[src/rtl/mmio_timer_if.sv]
// LSU data-bus signals between the core's load/store unit and the timer.
// The slave modport is the timer's view; the master modport is the requester's view.
interface mmio_timer_if;
    logic        req_i;
    logic        we_i;
    logic [3:0]  be_i;
    logic [31:0] addr_i;
    logic [31:0] wdata_i;
    logic [31:0] rdata_o;
    logic        hit_o;

    modport slave (
        input  req_i, we_i, be_i, addr_i, wdata_i,
        output rdata_o, hit_o
    );

    modport master (
        output req_i, we_i, be_i, addr_i, wdata_i,
        input  rdata_o, hit_o
    );
endinterface

[src/rtl/mmio_timer.sv]
// Memory-mapped prescaled 32-bit timer with compare match and a level interrupt.
// Registers: CTRL (0x0), COUNT (0x4), CMP (0x8), STATUS (0xC, W1C match flag).
module mmio_timer #(
    parameter logic [31:0] BASE_ADDR = 32'h8000_0000,
    parameter int          PRESC_W   = 8
) (
    input  logic        clk,
    input  logic        reset,
    mmio_timer_if.slave bus,
    output logic        irq_o
);

    logic               en_q, en_d;
    logic               ar_q, ar_d;
    logic               ie_q, ie_d;
    logic [PRESC_W-1:0] presc_q, presc_d;
    logic [PRESC_W-1:0] pcnt_q, pcnt_d;
    logic [31:0]        cnt_q, cnt_d;
    logic [31:0]        cmp_q, cmp_d;
    logic               match_q, match_d;
    logic               irq_d;

    logic        hit;
    logic [1:0]  idx;
    logic        wr, wr_ctrl, wr_cnt, wr_cmp, wr_sts;
    logic        presc_wr;
    logic        tick, match_evt;
    logic [31:0] bmask;
    logic [31:0] ctrl_rd;
    logic [31:0] ctrl_new;
    logic        unused_bits;

    function automatic logic [31:0] merge_bytes(input logic [31:0] old_v,
                                                input logic [31:0] new_v,
                                                input logic [31:0] mask);
        return (old_v & ~mask) | (new_v & mask);
    endfunction

    assign hit         = (bus.addr_i[31:4] == BASE_ADDR[31:4]);
    assign idx         = bus.addr_i[3:2];
    assign unused_bits = ^{bus.addr_i[1:0], ctrl_new[31:8+PRESC_W], ctrl_new[7:3]};
    assign bmask       = {{8{bus.be_i[3]}}, {8{bus.be_i[2]}}, {8{bus.be_i[1]}}, {8{bus.be_i[0]}}};
    assign ctrl_rd     = {{(24-PRESC_W){1'b0}}, presc_q, 5'b0, ie_q, ar_q, en_q};
    assign ctrl_new    = merge_bytes(ctrl_rd, bus.wdata_i, bmask);

    assign wr      = bus.req_i && bus.we_i && hit;
    assign wr_ctrl = wr && (idx == 2'd0);
    assign wr_cnt  = wr && (idx == 2'd1);
    assign wr_cmp  = wr && (idx == 2'd2);
    assign wr_sts  = wr && (idx == 2'd3);

    assign presc_wr  = wr_ctrl && (|bmask[8 +: PRESC_W]);
    assign tick      = en_q && (pcnt_q == presc_q);
    // Compare always uses the registered COUNT/CMP, so same-cycle writes never affect this tick's match.
    assign match_evt = tick && (cnt_q == cmp_q);

    always_comb begin
        en_d    = en_q;
        ar_d    = ar_q;
        ie_d    = ie_q;
        presc_d = presc_q;
        if (wr_ctrl) begin
            en_d    = ctrl_new[0];
            ar_d    = ctrl_new[1];
            ie_d    = ctrl_new[2];
            presc_d = ctrl_new[8 +: PRESC_W];
        end

        if (!en_d || presc_wr || tick) pcnt_d = '0;
        else                           pcnt_d = pcnt_q + PRESC_W'(1);

        cnt_d = cnt_q;
        if (tick) cnt_d = (match_evt && ar_q) ? 32'd0 : cnt_q + 32'd1;
        if (wr_cnt) cnt_d = merge_bytes(cnt_q, bus.wdata_i, bmask);

        cmp_d = wr_cmp ? merge_bytes(cmp_q, bus.wdata_i, bmask) : cmp_q;

        // A new match outranks a same-cycle W1C clear.
        match_d = match_q;
        if (wr_sts && bus.be_i[0] && bus.wdata_i[0]) match_d = 1'b0;
        if (match_evt) match_d = 1'b1;

        irq_d = match_d && ie_d;
    end

    always_comb begin
        bus.rdata_o = 32'h0;
        if (hit && bus.req_i && !bus.we_i) begin
            case (idx)
                2'd0:    bus.rdata_o = ctrl_rd;
                2'd1:    bus.rdata_o = cnt_q;
                2'd2:    bus.rdata_o = cmp_q;
                default: bus.rdata_o = {31'b0, match_q};
            endcase
        end
    end

    assign bus.hit_o = hit;

    always_ff @(posedge clk) begin
        if (reset) begin
            en_q    <= 1'b0;
            ar_q    <= 1'b0;
            ie_q    <= 1'b0;
            presc_q <= '0;
            pcnt_q  <= '0;
            cnt_q   <= 32'h0;
            cmp_q   <= 32'hFFFF_FFFF;
            match_q <= 1'b0;
            irq_o   <= 1'b0;
        end else begin
            en_q    <= en_d;
            ar_q    <= ar_d;
            ie_q    <= ie_d;
            presc_q <= presc_d;
            pcnt_q  <= pcnt_d;
            cnt_q   <= cnt_d;
            cmp_q   <= cmp_d;
            match_q <= match_d;
            irq_o   <= irq_d;
        end
    end

endmodule

[src/flat_wrapper.sv]
// flat-port wrapper written by rule: the top's interface ports become plain ports
module mmio_timer_flat 
#(
    parameter logic [31:0] BASE_ADDR = 32'h8000_0000,
    parameter int          PRESC_W   = 8
)
  (clk, reset, irq_o, bus_req_i, bus_we_i, bus_be_i, bus_addr_i, bus_wdata_i, bus_rdata_o, bus_hit_o);
  mmio_timer_if bus_i ();
  input  logic clk;
  input  logic reset;
  output logic irq_o;
  input wire logic [$bits(bus_i.req_i)-1:0] bus_req_i;
  input wire logic [$bits(bus_i.we_i)-1:0] bus_we_i;
  input wire logic [$bits(bus_i.be_i)-1:0] bus_be_i;
  input wire logic [$bits(bus_i.addr_i)-1:0] bus_addr_i;
  input wire logic [$bits(bus_i.wdata_i)-1:0] bus_wdata_i;
  output wire logic [$bits(bus_i.rdata_o)-1:0] bus_rdata_o;
  output wire logic [$bits(bus_i.hit_o)-1:0] bus_hit_o;
  assign bus_i.req_i = bus_req_i;
  assign bus_i.we_i = bus_we_i;
  assign bus_i.be_i = bus_be_i;
  assign bus_i.addr_i = bus_addr_i;
  assign bus_i.wdata_i = bus_wdata_i;
  assign bus_rdata_o = bus_i.rdata_o;
  assign bus_hit_o = bus_i.hit_o;
  mmio_timer #(.BASE_ADDR(BASE_ADDR), .PRESC_W(PRESC_W)) u_core (.clk(clk), .reset(reset), .bus(bus_i), .irq_o(irq_o));
endmodule
[config.mk]
export PLATFORM = sky130hd
export DESIGN_NAME = mmio_timer_flat
export DESIGN_NICKNAME = d
export VERILOG_FILES = /design/src/rtl/mmio_timer_if.sv /design/src/rtl/mmio_timer.sv /design/src/flat_wrapper.sv
export SDC_FILE = /design/constraint.sdc
export NUM_CORES = 1
export LEC_CHECK = 0
export BUFFER_PORTS_ARGS = -buffer_cell sky130_fd_sc_hd__buf_2
export CAP_MARGIN = 25
export CORE_MARGIN = 4
export CORE_UTILIZATION = 56
export CTS_CLUSTER_DIAMETER = 200
export CTS_CLUSTER_SIZE = 25
export DETAILED_ROUTE_END_ITERATION = 7
export GPL_TIMING_DRIVEN = 0
export PLACE_DENSITY = 0.81
export SYNTH_ARGS = -nofsm -noshare
export SYNTH_HDL_FRONTEND = slang
export SYNTH_SLANG_ARGS = --single-unit
[constraint.sdc]
create_clock -name clk -period 2.72 [get_ports clk]
set_input_delay 0.272 -clock clk [delete_from_list [all_inputs] [get_ports clk]]
set_output_delay 0.272 -clock clk [all_outputs]
set_load 0.005 [all_outputs]
==> metrics.yaml <==
status: "complete, no violations"
comb_power_share: 0.074
worst_pin_slew_ps: 892
yosys.cell_types.count: 51
num_antenna_cells: 0
power.leakage_nw: 2.50
via_count: 5934
clkTransAtPathRegs_ps: 90
p_seq_frac: 0.541
avgRoutedWirePerCell_um: 19.8
period_minus_slack_ps: 2560
cts-root-buf: "clkbuf_8"
antenna_found_initial: 0
placementRows: 35
nFillCells: 812
slowest_delay_ps: 560
synth_area_um2: 5270
netlist_instances: 695
cts-htree-levels: 3
fin_skew_ps: 13.8
finalNetCount: 880
rsz0062_at_grt: "no"
crit_fanout: 10
maxSlewHeadroom: 0.400
worstPathArrival_ps: 2780
cts_hold_buffers: 0
cap_violations: 0
grt_pass1_wl_um: 28800
drt-initial-drc-count: 800
drcViolationCount: 0
track_usage: 0.325
placed_cells: 906
routed_wl_um: 18200
dp_hpwl_um: 13600
dpl_cell_area_um2: 5910
slowest_stage: "nand4_1"
grt_overflow: 0
crit_top_cell: "nand4_1"
grt_max_degree: 14
start_kind: "register"
firstDrtPassIters: 5
io_buffers: 100
setup_viol: 0
swShare: 0.249
utilization: 0.664
path_delay_family: "simple AND/OR/NAND/NOR gates"
synthArstFlopShare: 0
max_freq_ghz: 0.390
p_clk_frac: 0.385
netlist_top_cells_area: "dfxtp_1, xnor2_1, nand3_1"
cts_num_sinks: 85
place.gp.congestion: 0.950
via_per_inst: 6.44
area_delta_synth_final_pct: 15.8
grt_pass1_vias: 5650
max-vdd-ir-drop_mv: 0.223
ys_warn_count: 0
hold_viol: 0
syn_nets: 769
dieArea_um2: 11000
crit_buf_inv: 1
min_period_over_period: 0.942
start_util: 0.573
p_per_area_nw_per_um2: 377
clockBufferDepth: 2
yosysTopAreaCell: "dfxtp_1"
cts_buffers: 9
synth_top_cell_area_share: 0.323
clock_latency_ps: 370
synth_edf_count: 0
hold_class: "input port to register"
synthFlopType: "dfxtp_1"
ant_nets: 0
drive_gt1_frac: 0.186
ios: 106
worstSetupPathType: "register to register"
final_cell_area_um2: 6100
switching_power_mw: 0.573
die_h_um: 105
drv_slew: 0
coreArea_um2: 9200
end_kind: "register"
synth_seq_cells: 85
layout.cells.non_filler: 921
die_w_um: 105
required_ps: 2930
intPower_mw: 1.73
cts_tree: "built"
ys_seq_area_frac: 0.323
cp_cell_sequence: "xnor2_1 > nand4_1 > nor3_1 > buf_2 > nand4_1 > a32oi_1 > a31oi_1"
syn_avg_cell_area_um2: 7.58
==> final cells by class <==
cell class	instances	area, um^2	share of cell area
Inverter	8	30.0	0.00492
Buffer	55	236	0.0387
Clock buffer	11	131	0.0215
Sequential cell	85	1700	0.279
Multi-Input combinational cell	547	3310	0.543
Tap cell	111	139	0.0228
Timing Repair Buffer	100	500	0.0820
Clock inverter	4	50.0	0.00820
==> synth_stat cells (4+ instances only) <==
cell      number
nor4_1        13
clkbuf_2       4
a21oi_1       38
nor3_1         8
nor2_1        75
xnor2_1       57
clkbuf_1      30
mux2i_1       21
xor2_1         6
nand3_1       92
dfxtp_1       85
a22oi_1       29
nand2_1       72
o21ai_0       34
and3_1        15
buf_2         20
nand4_1       21
and4_1         6
a31oi_1        9
a32oi_1       10
inv_1          8
==> tightest hold or removal path, cell delays in order <==
cell and delay (ps):
buf_2 90, nand3_1 60, nand3_1 70
==> through the flow <==
| stage | TNS [ps] | setup WS, ps | power (mW) | hold slack, ps |
|---|---|---|---|---|
| 6_report | 0 | 158 | 2.30 | 154 |
| 3_3_place_gp | -97.8 | -45.7 | 1.43 | 483 |
| 5_1_grt | 0 | 25.2 | 2.37 | 176 |
| 4_1_cts | 0 | 94.1 | 2.30 | 149 |
| 3_5_place_dp | -121 | -53.3 | 1.44 | 490 |
| 2_1_floorplan | 0 | 793 | 1.35 | 416 |
==> cell families after synthesis <==
group / count (synthesis) / share of synthesized area
compound gates: 134 / 0.160
flops: 85 / 0.323
mux: 24 / 0.0484
buf+inv: 63 / 0.0506
xor+xnor: 63 / 0.105
simple gates: 324 / 0.309
fa+ha+maj: 2 / 0.00475
==> power by group through the flow <==
stage          clock network [mW]  logic (mW)  registers, mW
2_1_floorplan                   0      0.0736           1.27
3_3_place_gp                    0       0.162           1.27
3_5_place_dp                    0       0.164           1.27
4_1_cts                     0.893       0.165           1.24
5_1_grt                     0.946       0.182           1.24
6_report                    0.886       0.169           1.24
==> worst paths after layout <==
kind	cells past startpoint	slack (ps)	end	from
max reg2reg	7	160	register	u_core.pcnt_q[1]
min reg2reg	2	500	register	register
max	7	160	register	u_core.pcnt_q[1]
min	3	150	register	bus_wdata_i[20]
==> repair_timing <==
item,CTS,global route
buffers inserted,0,0
endpoints found under the setup margin,0,6
resized for setup,0,2
==> metal layers <==
layer	part of all wire	track usage	up-vias
li1	-	-	2720
met1	0.40	0.417	2762
met2	0.46	0.529	396
met3	0.10	0.0544	56
met4	0.036	0.160	0
met5	0	0	-
==> cells in the final DEF (no fill, tap or decap), types with 2 or more instances in the layout <==
master | netlist | routed
buf_2 | 20 | 120
nand3_1 | 92 | 92
dfxtp_1 | 85 | 85
nor2_1 | 75 | 75
nand2_1 | 72 | 72
xnor2_1 | 57 | 57
a21oi_1 | 38 | 38
o21ai_0 | 34 | 34
clkbuf_1 | 30 | 32
a22oi_1 | 29 | 29
mux2i_1 | 21 | 21
nand4_1 | 21 | 21
and3_1 | 15 | 15
nor4_1 | 13 | 11
a32oi_1 | 10 | 10
a31oi_1 | 9 | 9
clkbuf_8 | 0 | 9
inv_1 | 8 | 8
nor3_1 | 8 | 8
xor2_1 | 6 | 6
and4_1 | 6 | 6
clkbuf_2 | 4 | 4
nand3b_1 | 3 | 3
nor2b_1 | 3 | 3
and2_1 | 3 | 3
nor4_4 | 2 | 2
nor4_2 | 0 | 2
o21a_1 | 2 | 2
mux2_2 | 2 | 2
a211oi_1 | 2 | 2
o31ai_1 | 2 | 2
ha_1 | 2 | 2
clkinvlp_4 | 0 | 2
No activity file was read; power rests on OpenSTA's default activity.
